`src/rtl/mem_port_client.sv`:
```
// mem_port_client: requester-side endpoint of the shared-memory round-robin
// arbitration protocol. It takes a burst command from the local engine,
// requests the bus, issues one word access per granted cycle, waits for all
// read returns, then drops req for one cycle so the arbiter can rotate.
//
// Handshakes: cmd_valid/cmd_ready is a strict valid/ready pair and a command
// transfers on the clock edge where both are high. wr_valid/wr_pop works the
// same way: a write word is consumed in a cycle where wr_pop is high, and
// wr_pop is only raised while wr_valid is high. Read returns have no
// backpressure, and rd_valid marks each returned word for exactly one cycle.
module mem_port_client #(
  parameter int ADDR_W = 16,
  parameter int DATA_W = 32,
  parameter int LEN_W  = 8,
  parameter int RD_LAT = 1
) (
  input  logic              clk,
  input  logic              rst,
  input  logic              cmd_valid,
  output logic              cmd_ready,
  input  logic              cmd_wr,
  input  logic [ADDR_W-1:0] cmd_addr,
  input  logic [LEN_W-1:0]  cmd_len,
  input  logic [DATA_W-1:0] wr_data,
  input  logic              wr_valid,
  output logic              wr_pop,
  output logic [DATA_W-1:0] rd_data,
  output logic              rd_valid,
  output logic              done,
  output logic              err,
  output logic              req,
  input  logic              grant,
  output logic [ADDR_W-1:0] mem_addr,
  output logic              mem_we,
  output logic              mem_re,
  output logic [DATA_W-1:0] mem_wdata,
  input  logic [DATA_W-1:0] mem_rdata,
  output logic [2:0]        dbg_state
);

  typedef enum logic [2:0] {
    S_IDLE  = 3'd0,
    S_REQ   = 3'd1,
    S_XFER  = 3'd2,
    S_DRAIN = 3'd3,
    S_REL   = 3'd4
  } state_t;

  state_t             state_q, state_d;
  logic               wr_q;
  logic [ADDR_W-1:0]  addr_q;
  logic [LEN_W-1:0]   cnt_q;
  logic [RD_LAT-1:0]  tap_q, tap_d;
  logic               req_q, ready_q, done_q, err_q;
  logic               accept;
  logic               beat;

  assign accept = cmd_valid & ready_q;
  // A beat needs the bus and, for writes, a word from the local engine.
  assign beat   = (state_q == S_XFER) & grant & (~wr_q | wr_valid);

  assign mem_re    = beat & ~wr_q;
  assign mem_we    = beat & wr_q;
  assign wr_pop    = mem_we;
  assign mem_wdata = mem_we ? wr_data : '0;
  assign mem_addr  = addr_q;

  assign rd_valid  = tap_q[RD_LAT-1];
  assign rd_data   = mem_rdata;

  assign req       = req_q;
  assign cmd_ready = ready_q;
  assign done      = done_q;
  assign err       = err_q;
  assign dbg_state = state_q;

  // Read-return tracker: shift in each read strobe, one tap per cycle of latency.
  always_comb begin
    tap_d    = tap_q << 1;
    tap_d[0] = mem_re;
  end

  // Next-state selection for the burst FSM.
  always_comb begin
    state_d = state_q;
    case (state_q)
      S_IDLE:  if (accept) state_d = (cmd_len == '0) ? S_REL : S_REQ;
      S_REQ:   if (grant) state_d = S_XFER;
      S_XFER:  if (beat && (cnt_q == LEN_W'(1))) state_d = wr_q ? S_REL : S_DRAIN;
      // No new reads issue here, so an empty next tap vector means the
      // current cycle carries the final return.
      S_DRAIN: if (tap_d == '0) state_d = S_REL;
      S_REL:   state_d = S_IDLE;
      default: state_d = S_IDLE;
    endcase
  end

  // State, command registers, read tracker and registered outputs.
  always_ff @(posedge clk or posedge rst) begin
    if (rst) begin
      state_q <= S_IDLE;
      wr_q    <= 1'b0;
      addr_q  <= '0;
      cnt_q   <= '0;
      tap_q   <= '0;
      req_q   <= 1'b0;
      ready_q <= 1'b1;
      done_q  <= 1'b0;
      err_q   <= 1'b0;
    end else begin
      state_q <= state_d;
      tap_q   <= tap_d;
      req_q   <= (state_d == S_REQ) || (state_d == S_XFER) || (state_d == S_DRAIN);
      ready_q <= (state_d == S_IDLE);
      done_q  <= (state_d == S_REL);
      if (accept) begin
        wr_q   <= cmd_wr;
        addr_q <= cmd_addr;
        cnt_q  <= cmd_len;
      end else if (beat) begin
        addr_q <= addr_q + ADDR_W'(1);
        cnt_q  <= cnt_q - LEN_W'(1);
      end
      // Losing the grant while owning the bus is a protocol violation.
      if (((state_q == S_XFER) || (state_q == S_DRAIN)) && !grant) err_q <= 1'b1;
    end
  end

endmodule

```
`config.mk`:
```
export PLATFORM = sky130hd
export DESIGN_NAME = mem_port_client
export DESIGN_NICKNAME = d
export VERILOG_FILES = /design/src/rtl/mem_port_client.sv
export SDC_FILE = /design/constraint.sdc
export NUM_CORES = 1
export LEC_CHECK = 0
export CORE_ASPECT_RATIO = 1.25
export CORE_MARGIN = 4
export CORE_UTILIZATION = 30
export CTS_BUF_LIST = sky130_fd_sc_hd__clkbuf_4 sky130_fd_sc_hd__clkbuf_8
export DETAILED_ROUTE_END_ITERATION = 6
export PLACE_DENSITY = 0.77
export SYNTH_ARGS = -nofsm -noshare
export SYNTH_HDL_FRONTEND = slang
export SYNTH_SLANG_ARGS = --single-unit
```
`constraint.sdc`:
```
create_clock -name clk -period 2.2 [get_ports clk]
set_clock_uncertainty 0.05 [all_clocks]
set_input_delay 0.55 -clock clk [delete_from_list [all_inputs] [get_ports clk]]
set_output_delay 0.55 -clock clk [all_outputs]
set_load 0.1 [all_outputs]
```
## Word level (Yosys, flattened, before mapping)

Index checks and enable logic that the tools add are counted.

- Input bits: 94
- Output and inout bits: 91
- Logic and storage cells: 48
- Flip-flop bits (word level): 33

- Bitwise gates (word level): 7
- Muxes and demuxes: 12
- Reductions and logical operators: 10
- Equal/unequal tests: 8
- $add $sub $neg: 2

Operators with widths:

| operator | number |
|---|---|
| $mux 16 | 2 |
| $mux 32 | 1 |
| $mux 3 | 6 |
| $add 16x1->16 const B | 1 |
| $mux 8 | 2 |
| $eq 3x2->1 const B | 4 |
| $pmux 3 s4 | 1 |
| $eq 8x1->1 const B | 1 |
| $logic_not 8->1 | 1 |
| $sub 8x1->8 const B | 1 |
| $eq 3x1->1 const B | 2 |
| $logic_not 3->1 | 2 |
| $and 1x1->1 | 5 |
| $eq 3x3->1 const B | 1 |
| $logic_or 1x1->1 | 3 |
| $logic_and 1x1->1 | 2 |
| $reduce_bool 2->1 | 1 |
| $logic_not 1->1 | 1 |
| $not 1->1 | 1 |
| $or 1x1->1 | 1 |

## Longest topological paths before layout

- Word-level depth: 9
- Depth in mapped cells: 6
- Mapped depth without buffers: 5

## Worst setup path after synthesis

OpenSTA, ideal clock, no wires.

- Path kind: register -> output
- Start: reg state_q[1], in the netlist dbg_state[1]
- End: out mem_wdata[22]
- Setup slack: -2.074 ns
- Buffers on the path: 2
- Stages on the path, launching flop included: 7
- Arrival: 3.674 ns
- Required time: 1.600 ns
- Cells stage by stage: dfrtp_1 -> and4bb_2 -> clkbuf_1 -> nand3_1 -> inv_1 -> clkbuf_1 -> and2_1

- Word-level cells in the longest chain between the ends: 5

RTL lines:

| what | line | RTL |
|---|---|---|
| start: declaration | 49 | `state_t state_q, state_d;` |
| start signal: assignment | 111 | `state_q <= state_d;` |
| $eq 3x2->1 | 60 | `assign beat = (state_q == S_XFER) & grant & (~wr_q \| wr_valid);` |
| $and 1x1->1 (2 in series) | 60 |  |
| $and 1x1->1 | 63 | `assign mem_we = beat & wr_q;` |
| named net mem_we | 34 | `output logic mem_we,` |
| $mux 32 | 65 | `assign mem_wdata = mem_we ? wr_data : '0;` |
| end: declaration | 36 | `output logic [DATA_W-1:0] mem_wdata,` |

The timed path passes the listed nets, and every way through them passes these cells.

## Final worst setup path

- Start: reg state_q[2], in the netlist dbg_state[2]
- End: out mem_wdata[4]

- Word-level cells in the longest chain between the ends: 5

RTL lines:

| what | line |
|---|---|
| $eq 3x2->1 | 60 |
| $and 1x1->1 (2 in series) | 60 |
| $and 1x1->1 | 63 |
| $mux 32 | 65 |

No other way between the ends.

==> results.ini <==
[detailed_routing]
wl_um=9230
wire_per_inst_um=19.1
drc_errors=0
via_count=2536
drtAntennaViolNets=0
dr.first_iter.drc_count=117
vias_per_cell=5.24
firstDrtPassIters=4

[layout]
layout_commonest_cell=clkdlybuf4s50_1
fillCellCount=626
multi_input_area_um2=1260
final_cell_mix=clkdlybuf4s50_1 (59), buf_12 (47), buf_4 (40), and2_4 (32), nand2_1 (26)
layout-drive-gt1-share=0.409
area_delta_synth_final_pct=86.0
final-seq-area_um2=851
nets=487

[placed_design]
place_ws_ns=-0.554
dp_hpwl_um=7460
routabilityCongestion=0.881
place.port_buffers=120

[logic_synthesis]
dominantRegCellSynth=dfrtp_1
yosys_warnings=0
syn-num-nets=371
syn_area_um2=2310
synthArstFlopShare=1.00
ys_seq_elements=33
synthCells=274
yosysSeqAreaShare=0.358
yosysUniqueCellTypes=41
avgSynthCellArea_um2=8.44
synth_edf_count=0

[floorplanning]
rows=35
core-area_um2=7440
die_area_um2=9190
die_y_um=106
top_level_ports=185
start_util=0.311
die_w_um=86.5

[grt]
grt_pass1_wl_um=13700
track_usage=0.199
grt_pass1_vias=2647
antenna_found_initial=1
overflow=0
grt_max_degree=34

[critical_path]
critical_path_class=reg2out
crit_fanout=8
rrSetupSlack_ns=0.01
end_kind=primary output
required_ns=1.60
crit_path_start_kind=flop
arrival_ns=1.77

[run_status]
run_status=finished, violations left
violations=negative setup slack

[sta]
final.min_clock_period_ns=2.37
setup_violations=35
max_freq_mhz=422
tightest_slew_ns=0.476
fin_setup_tns_ns=-5.59
grt_setup_unrepaired=yes
slew_headroom=0.680
maxSlewViolCount=0
finalHoldViolations=0
fin_ws_ns=-0.171
period_share=1.08

[clocking]
cts.sink_count=33
path_clk_slew_ns=0.07
cts.htree.levels=2
clk_path_buf_depth=2
clk_latency_ns=0.28
cts_made_buffers=5
cts_tree=yes
cts_root_buf=clkbuf_8

[power_and_ir_drop]
power_leakage_nw=1.75
ir_drop_uv=1250
p_per_area_nw_per_um2=1220

[run]
max-cap-violations=0

[min_path]
hp-class=reg2reg

[cell families (layout without fill, tap and decap cells)]
group           after synthesis  after routing  share of synthesized area
mux                           2              2                    0.00866
buf+inv                      54            171                      0.143
simple gates                128            128                      0.313
xor+xnor                     12             12                     0.0455
other cells                   0              1                          0
fa+ha+maj                     3              3                     0.0162
compound gates               42             42                      0.116
flops                        33             33                      0.358
[per-stage QoR]
stage	hold WS, ns	instance area, um^2	power [W]	utilization	std cells
after global placement	0.431	4090	0.00467	0.549	467
after CTS	0.463	4270	0.00526	0.574	482
after floorplan	0.488	2490	0.00381	-	274
after global routing	0.490	4300	0.00550	0.577	483
after detailed placement	0.447	4090	0.00473	0.549	467
final	0.462	4300	0.00524	0.578	484
[Yosys cell counts (2+ instances only)]
master,n,share of area
a31oi_1,7,0.019
and2_1,34,0.092
and4bb_2,2,0.011
xor2_1,5,0.019
o22ai_1,2,0.0054
xnor2_1,7,0.027
or4_1,4,0.013
nand4_1,9,0.024
nor3_1,4,0.0087
nand2b_1,4,0.011
o31a_1,4,0.015
a21oi_1,2,0.0043
nor3b_1,2,0.0065
inv_1,8,0.013
mux2i_1,2,0.0087
nor4_1,10,0.027
nand3_1,10,0.022
o31ai_1,4,0.013
nor2b_1,2,0.0054
dfrtp_1,32,0.35
buf_4,34,0.11
o21ai_0,17,0.037
nand3b_1,2,0.0065
nand2_1,26,0.042
ha_1,3,0.016
clkbuf_1,11,0.018
a31o_2,2,0.0076
nor2_1,12,0.019
[cell type report]
type	count	area share
antenna	1	0.000582
clock buffer	6	0.0177
clock inverter	2	0.00233
inverter	8	0.00989
multi-input combinational	187	0.294
sequential	33	0.198
tap	92	0.0268
timing repair buffer	151	0.437
timing repair inverter	4	0.0140
[routing by layer]
metal  up-vias  GRT usage  share of wire
met5         -          0              0
met4         0      0.106          0.048
met3        35     0.0504          0.091
met2       151      0.315           0.45
met1      1196      0.246           0.41
li1       1154          -              -
[path summary, 6_finish.rpt]
kind                                              from                 endpoint  depth (start not counted)
worst min-delay path                   err$_DFFE_PP0P_          err$_DFFE_PP0P_                          1
worst min register to register         err$_DFFE_PP0P_          err$_DFFE_PP0P_                          1
max in group asynchronous                          rst   dbg_state[0]$_DFF_PP0_                          3
min in group asynchronous                          rst            req$_DFF_PP0_                          3
worst max-delay path            dbg_state[2]$_DFF_PP0_             mem_wdata[4]                          6
worst max register to register  dbg_state[2]$_DFF_PP0_  mem_addr[9]$_DFFE_PP0P_                          5
[what timing repair did]
| item | in CTS | in global routing |
|---|---|---|
| setup endpoints to repair | 42 | 35 |
| hold buffers | 0 | 0 |
| pin swaps | 4 | 2 |
| gates resized for setup | 16 | 6 |
| buffers inserted | 3 | 1 |
| cloned | 4 | 0 |
[power breakdown]
group	internal (W)	leakage, nW	switching [W]
logic	0.00117	1.33	0.00234
clock network	0.000232	0.0484	0.000223
registers	0.000912	0.377	0.000363
[sequential cells by signal (all words and copies together) (netlist names)]
| register | cells |
|---|---|
| cmd_ready | 1 |
| cnt_q | 8 |
| dbg_state | 3 |
| done | 1 |
| err | 1 |
| mem_addr | 16 |
| rd_valid | 1 |
| req | 1 |
| wr_q | 1 |
[critical path: stages (launching register included)]
cell and delay [ns]:
dfrtp_4 0.48, and4bb_2 0.36, nand3_4 0.09, buf_12 0.17, clkinv_8 0.07, and2_4 0.15, buf_12 0.16
No activity file was read; power rests on OpenSTA's default activity.
